## config.mk

```make
export PLATFORM = sky130hd
export DESIGN_NAME = serial_feeder
export DESIGN_NICKNAME = d
export VERILOG_FILES = /design/src/rtl/serial_feeder_pkg.sv /design/src/rtl/sync_fifo.sv /design/src/rtl/serial_feeder.sv
export SDC_FILE = /design/constraint.sdc
export NUM_CORES = 1
export LEC_CHECK = 0
export BUFFER_PORTS_ARGS = -buffer_cell sky130_fd_sc_hd__clkbuf_2
export CORE_AREA = 5 5 148 150
export CTS_CLUSTER_DIAMETER = 60
export CTS_CLUSTER_SIZE = 30
export DETAILED_ROUTE_END_ITERATION = 12
export DIE_AREA = 0 0 153 155
export GPL_TIMING_DRIVEN = 0
export PLACE_DENSITY = 0.65
export REMOVE_ABC_BUFFERS = 1
export SKIP_CTS_REPAIR_TIMING = 1
export SYNTH_ARGS = -nofsm -noshare
export SYNTH_HDL_FRONTEND = slang
export SYNTH_SLANG_ARGS = --single-unit
```

## constraint.sdc

```tcl
create_clock -name i_clk -period 3.3 [get_ports i_clk]
set_input_delay 0.66 -clock i_clk [delete_from_list [all_inputs] [get_ports i_clk]]
set_output_delay 0.66 -clock i_clk [all_outputs]
set_load 0.02 [all_outputs]
```

## src/rtl/serial_feeder_pkg.sv

```systemverilog
// Shared definitions for the console serial feeder and its future receive-side monitor.
// Latency: none (types and constants only).
// Backpressure: not applicable.
package serial_feeder_pkg;

  // Transmit FSM encoding, shared with the receive-side monitor.
  typedef enum logic [2:0] {
    ST_IDLE  = 3'd0,
    ST_START = 3'd1,
    ST_DATA  = 3'd2,
    ST_STOP  = 3'd3,
    ST_GAP   = 3'd4
  } state_t;

  // Carriage return: the byte that earns the long end-of-line gap.
  localparam logic [7:0] CR_BYTE = 8'h0D;

  function automatic int max_int(input int a, input int b);
    return (a > b) ? a : b;
  endfunction

endpackage

```

## src/rtl/sync_fifo.sv

```systemverilog
// Byte FIFO, depth 2**AW, with registered full/empty and occupancy count.
// Latency: a pushed byte is visible at o_data (head) the cycle after the push.
// Backpressure: pushes while full are silently dropped; pops while empty are ignored.
module sync_fifo #(
  parameter int AW = 4
) (
  input  logic          i_clk,
  input  logic          i_reset,
  input  logic          i_wr,
  input  logic [7:0]    i_data,
  input  logic          i_rd,
  output logic [7:0]    o_data,
  output logic          o_full,
  output logic          o_empty,
  output logic [AW:0]   o_count
);

  localparam int DEPTH = 1 << AW;
  localparam logic [AW:0] CNT_ONE  = (AW+1)'(1);
  localparam logic [AW:0] CNT_FULL = (AW+1)'(DEPTH);
  localparam logic [AW-1:0] PTR_ONE = AW'(1);

  logic [7:0]    r_mem [DEPTH];
  logic [AW-1:0] r_wr_ptr;
  logic [AW-1:0] r_rd_ptr;
  logic [AW:0]   r_count;
  logic          r_full;
  logic          r_empty;

  logic          w_push;
  logic          w_pop;
  logic [AW:0]   w_count_nxt;

  // A write is accepted only against the registered full flag, even when a pop frees a slot.
  assign w_push = i_wr & ~r_full;
  assign w_pop  = i_rd & ~r_empty;

  // Next occupancy: push and pop together leave it unchanged.
  always_comb begin
    w_count_nxt = r_count;
    if (w_push && !w_pop) begin
      w_count_nxt = r_count + CNT_ONE;
    end else if (w_pop && !w_push) begin
      w_count_nxt = r_count - CNT_ONE;
    end
  end

  // Storage is deliberately not reset.
  always_ff @(posedge i_clk) begin
    if (w_push) begin
      r_mem[r_wr_ptr] <= i_data;
    end
  end

  // Pointers, count and flags; pointers wrap naturally at the depth.
  always_ff @(posedge i_clk or posedge i_reset) begin
    if (i_reset) begin
      r_wr_ptr <= '0;
      r_rd_ptr <= '0;
      r_count  <= '0;
      r_full   <= 1'b0;
      r_empty  <= 1'b1;
    end else begin
      if (w_push) r_wr_ptr <= r_wr_ptr + PTR_ONE;
      if (w_pop)  r_rd_ptr <= r_rd_ptr + PTR_ONE;
      r_count <= w_count_nxt;
      r_full  <= (w_count_nxt == CNT_FULL);
      r_empty <= (w_count_nxt == '0);
    end
  end

  assign o_data  = r_mem[r_rd_ptr];
  assign o_full  = r_full;
  assign o_empty = r_empty;
  assign o_count = r_count;

endmodule

```

## src/rtl/serial_feeder.sv

```systemverilog
// Buffered 8N1 transmitter with per-character and end-of-line idle gaps.
// Latency: push into an empty idle FIFO to tx falling is 2 clocks; frame is 10*CLKS_PER_BIT.
// Backpressure: i_hold pauses between frames only; pushes while full are dropped.
module serial_feeder
  import serial_feeder_pkg::*;
#(
  parameter int CLKS_PER_BIT = 217,
  parameter int FIFO_AW      = 4,
  parameter int CHAR_GAP     = 0,
  parameter int EOL_GAP      = 250000
) (
  input  logic               i_clk,
  input  logic               i_reset,
  input  logic               i_wr,
  input  logic [7:0]         i_data_in,
  input  logic               i_hold,
  output logic               o_tx,
  output logic               o_full,
  output logic               o_empty,
  output logic [FIFO_AW:0]   o_count,
  output logic               o_busy
);

  localparam int BW      = $clog2(CLKS_PER_BIT);
  localparam int GAP_MAX = max_int(EOL_GAP, CHAR_GAP);
  localparam int GW      = ($clog2(GAP_MAX + 1) < 1) ? 1 : $clog2(GAP_MAX + 1);

  localparam logic [BW-1:0] BIT_LAST = BW'(CLKS_PER_BIT - 1);
  localparam logic [BW-1:0] BIT_ONE  = BW'(1);
  localparam logic [GW-1:0] GAP_CHR  = GW'(CHAR_GAP);
  localparam logic [GW-1:0] GAP_EOL  = GW'(EOL_GAP);
  localparam logic [GW-1:0] GAP_ONE  = GW'(1);

  state_t        r_state;
  logic [7:0]    r_sh;
  logic [2:0]    r_bit;
  logic [BW-1:0] r_timer;
  logic [GW-1:0] r_gap;
  logic          r_is_cr;
  logic          r_tx;

  state_t        w_state_nxt;
  logic [7:0]    w_sh_nxt;
  logic [2:0]    w_bit_nxt;
  logic [BW-1:0] w_timer_nxt;
  logic [GW-1:0] w_gap_nxt;
  logic          w_is_cr_nxt;
  logic          w_tx_nxt;
  logic          w_pop;
  logic          w_bit_end;
  logic [7:0]    w_head;
  logic          w_empty;

  sync_fifo #(.AW(FIFO_AW)) u_fifo (
    .i_clk   (i_clk),
    .i_reset (i_reset),
    .i_wr    (i_wr),
    .i_data  (i_data_in),
    .i_rd    (w_pop),
    .o_data  (w_head),
    .o_full  (o_full),
    .o_empty (w_empty),
    .o_count (o_count)
  );

  assign w_bit_end = (r_timer == '0);

  // Next-state, shifter, timers and the line level that the next state will drive.
  always_comb begin
    w_state_nxt = r_state;
    w_sh_nxt    = r_sh;
    w_bit_nxt   = r_bit;
    w_timer_nxt = r_timer;
    w_gap_nxt   = r_gap;
    w_is_cr_nxt = r_is_cr;
    w_pop       = 1'b0;
    case (r_state)
      ST_IDLE: begin
        if (!w_empty && !i_hold) begin
          w_pop       = 1'b1;
          w_sh_nxt    = w_head;
          w_is_cr_nxt = (w_head == CR_BYTE);
          w_timer_nxt = BIT_LAST;
          w_state_nxt = ST_START;
        end
      end
      ST_START: begin
        if (w_bit_end) begin
          w_timer_nxt = BIT_LAST;
          w_bit_nxt   = 3'd0;
          w_state_nxt = ST_DATA;
        end else begin
          w_timer_nxt = r_timer - BIT_ONE;
        end
      end
      ST_DATA: begin
        if (w_bit_end) begin
          w_timer_nxt = BIT_LAST;
          w_sh_nxt    = {1'b0, r_sh[7:1]};
          if (r_bit == 3'd7) begin
            w_state_nxt = ST_STOP;
          end else begin
            w_bit_nxt = r_bit + 3'd1;
          end
        end else begin
          w_timer_nxt = r_timer - BIT_ONE;
        end
      end
      ST_STOP: begin
        if (w_bit_end) begin
          w_gap_nxt   = r_is_cr ? GAP_EOL : GAP_CHR;
          w_state_nxt = ST_GAP;
        end else begin
          w_timer_nxt = r_timer - BIT_ONE;
        end
      end
      ST_GAP: begin
        // A gap of N idles N cycles here; N=0 still costs the one pass-through cycle.
        if (r_gap <= GAP_ONE) begin
          w_state_nxt = ST_IDLE;
        end else begin
          w_gap_nxt = r_gap - GAP_ONE;
        end
      end
      default: w_state_nxt = ST_IDLE;
    endcase

    case (w_state_nxt)
      ST_START: w_tx_nxt = 1'b0;
      ST_DATA:  w_tx_nxt = w_sh_nxt[0];
      default:  w_tx_nxt = 1'b1;
    endcase
  end

  // Registered FSM state and datapath; tx is a flop so the line never glitches.
  always_ff @(posedge i_clk or posedge i_reset) begin
    if (i_reset) begin
      r_state <= ST_IDLE;
      r_sh    <= '0;
      r_bit   <= '0;
      r_timer <= '0;
      r_gap   <= '0;
      r_is_cr <= 1'b0;
      r_tx    <= 1'b1;
    end else begin
      r_state <= w_state_nxt;
      r_sh    <= w_sh_nxt;
      r_bit   <= w_bit_nxt;
      r_timer <= w_timer_nxt;
      r_gap   <= w_gap_nxt;
      r_is_cr <= w_is_cr_nxt;
      r_tx    <= w_tx_nxt;
    end
  end

  assign o_tx    = r_tx;
  assign o_empty = w_empty;
  assign o_busy  = (r_state != ST_IDLE);

endmodule

```

==> summary.md <==
| Metric | Value |
|---|---|
| Final Setup Violations | `0` |
| Layout net count | `582` |
| DRT antenna net count | `0` |
| Root Driver | `clkbuf_16` |
| Area of the multi-input gates | `0.002556 mm2` |
| Fmax | `320.0 MHz` |
| # fillers | `1860` |
| Worst Path Max Fanout | `12` |
| Post-synthesis async set-or-reset flop share | `30.81%` |
| Overflow after GRT | `0` |
| Post-Route WL | `14950 um` |
| Synth Cell Area | `0.007984 mm2` |
| Rows | `53` |
| Internal power | `4.039 mW` |
| Slew margin rel. | `11.29%` |
| Synthesized instance count | `541` |
| Gpl congestion | `0.8009` |
| Die area | `0.02372 mm2` |
| Status | `finished, final reports clean` |
| Pins Over Slew Limit | `0` |
| Fin crit share | `94.69%` |
| Largest net degree at the start of global routing | `34` |
| RSZ-0062 raised after global routing | `false` |
| Reg power frac | `52.2%` |
| Main synth FF type | `edfxtp_1` |
| Worst slack, placed | `-0.2777 ns` |
| Worst-path clk slew | `0.07 ns` |
| CTS tree | `built` |
| Synth-to-layout area growth | `11.86%` |
| Worst-skew pair later-pin latency | `0.43 ns` |
| CTS H-tree depth | `4` |
| Synth area leader | `edfxtp_1` |
| Core Region | `0.02056 mm2` |
| Sequential share of the synthesized area | `66.04%` |
| DR vias/cell | `5.225` |
| I/O Buffers | `20` |
| Req. time, crit path | `3.34 ns` |
| Final Hold Vio Count | `0` |
| Via Count | `4415` |
| Layout cells sized above 1 | `20.00%` |
| PnR worst setup slack | `0.1753 ns` |
| Post-synth EDFFs | `128` |
| Startpoint Class | `flip-flop` |
| DR iter-0 viols | `358` |
| Vias in the first global route | `4470` |
| Top cells by instance count after synthesis | `edfxtp_1 (128), dfrtp_1 (55), nor2_1 (52)` |
| Sequential Area | `0.005275 mm2` |
| Ports | `21` |
| Top cells by area, synth | `edfxtp_1 (48%), dfrtp_1 (17%), mux4_2 (8.7%)` |
| Clock Path Buffers | `2` |
| Sw power | `1.447 mW` |
| Clock skew | `0.01149 ns` |
| LEAKAGE | `3.196 nW` |
| Sw frac | `26.37%` |
| Clock power share | `35.6%` |
| Syn avg cell area | `14.76 um2` |
| Most common cell in the netlist | `edfxtp_1` |
| Worst vdd ir | `0.3745 mV` |
| Vert. Die Dim | `155 um` |
| FF+latch count, synth | `185` |
| Initial antenna violation count | `0` |
| Syn. warnings | `0` |
| Worst Tran Pin Value | `1.320 ns` |
| Total CTS buffers | `17` |
| DP Wirelength | `9767 um` |
| Ant diodes | `0` |
| Drt first pass iters | `4` |
| Starting density of the core | `38.84%` |
| Count of cell types in the netlist | `60` |
| WL/cell | `17.69 um` |
| Die X | `153 um` |
| All-Layer GR Usage | `13.06%` |
| Min-delay worst type | `in2async` |
| Setup TNS Final | `0 ns` |
| First-pass GRT wire length | `23810 um` |
| Worst setup EP type | `flip-flop` |
| Drt drc | `0` |
| Post-synth top area share | `48.14%` |
| CP arrival | `3.17 ns` |
| Max_cap viols | `0` |
| WS Path Type | `reg2reg` |
| Period minus WS final | `3.125 ns` |
| Pwr dens | `614.2 mW/mm2` |
| Clock sinks | `185` |
| Logic pwr share | `12.2%` |
kinds of logic (layout without fill, tap and decap cells):
| kind of cell | Yosys count | after routing | synth area share, % |
|---|---|---|---|
| flip-flops | 185 | 185 | 66.04 |
| AND/OR/NAND/NOR | 158 | 158 | 9.732 |
| AO/OA/AOI/OAI | 68 | 68 | 5.642 |
| multiplexers | 49 | 49 | 11.13 |
| buffers and inverters | 38 | 67 | 2.131 |
| XOR/XNOR | 29 | 29 | 3.181 |
| adder cells (fa/ha/maj) | 14 | 14 | 2.147 |
worst paths after layout:
check | start | end | slack (ns) | depth (start not counted)
worst max-delay path | u_fifo.o_full | u_fifo.r_mem[0][4] | 0.18 | 3
worst min-delay path | i_reset | r_gap[6] | 0.31 | 2
worst max register to register | u_fifo.o_full | u_fifo.r_mem[0][4] | 0.18 | 3
worst min register to register | u_fifo.o_count[4] | u_fifo.o_count[4] | 0.50 | 1
max in group asynchronous | i_reset | u_fifo.r_rd_ptr[2] | 2.40 | 3
min in group i_clk | u_fifo.o_count[4] | u_fifo.o_count[4] | 0.50 | 1
through the flow:
step	power (mW)	util (%)	hold slack, ns	instance area (um2)	cells
floorplan	3.338	-	0.4538	7866	517
detailed placement	3.587	40.68	0.4968	8363	814
finish	5.486	43.44	0.3061	8931	845
CTS	5.531	43.42	0.3221	8926	845
global route	5.720	43.44	0.3681	8931	845
global placement	3.528	40.43	0.4742	8310	812
critical path: stages (launching register included):
cell	delay, ns
dfrtp_1	0.39
nor2b_1	0.97
nand2_1	0.30
nor3_1	1.07
per-layer routing:
metal  share of wire, %  wire length (um)  vias to the layer above  track usage [%]
met5                  0                 0                        -                0
met4                1.3               191                        0            4.412
met3                5.5               821                       17            3.394
met2                 53              7882                       93            23.03
met1                 40              6055                     2243            15.65
li1                   -                 -                     2062                -
layout by cell type (no fill, tap or decap), types with 5 or more instances in the layout:
cell | synthesis | final
mux4_2 | 31 | 31
dfrtp_1 | 55 | 53
nor3_1 | 12 | 9
nand2_1 | 47 | 47
nor2_1 | 52 | 52
a31oi_1 | 5 | 5
mux2_2 | 8 | 8
clkbuf_2 | 0 | 20
o21ai_0 | 23 | 23
ha_1 | 12 | 12
mux2i_1 | 10 | 10
xnor2_1 | 23 | 23
inv_1 | 13 | 12
a21oi_1 | 12 | 12
nor4_1 | 7 | 7
edfxtp_1 | 128 | 128
clkbuf_16 | 0 | 17
nor3_2 | 2 | 5
xor2_1 | 6 | 6
or3_1 | 5 | 5
area by class of cell:
| cell class | instances | share of cell area, % |
|---|---|---|
| inverter | 14 | 0.5884 |
| tap | 275 | 3.853 |
| clock buffer | 18 | 4.805 |
| multi-input combinational | 318 | 28.62 |
| sequential | 185 | 59.06 |
| timing repair buffer | 22 | 1.569 |
| clock inverter | 13 | 1.499 |
power groups by stage:
stage / Clock [mW] / Sequential, mW / Combinational (mW)
2_1_floorplan: 0 / 2.92 / 0.415
3_3_place_gp: 0 / 2.89 / 0.633
3_5_place_dp: 0 / 2.91 / 0.673
4_1_cts: 1.99 / 2.86 / 0.680
5_1_grt: 2.09 / 2.89 / 0.740
6_report: 1.95 / 2.86 / 0.669
sequential cells by signal (all words and copies together), names as in the netlist:
register         flops
u_fifo.r_rd_ptr      4
r_is_cr              1
r_gap               18
u_fifo.o_empty       1
o_tx                 1
u_fifo.o_full        1
u_fifo.o_count       5
r_state              3
r_bit                3
u_fifo.r_wr_ptr      4
u_fifo.r_mem       128
r_sh                 8
r_timer              8
Power figures use the tool's default switching activity.
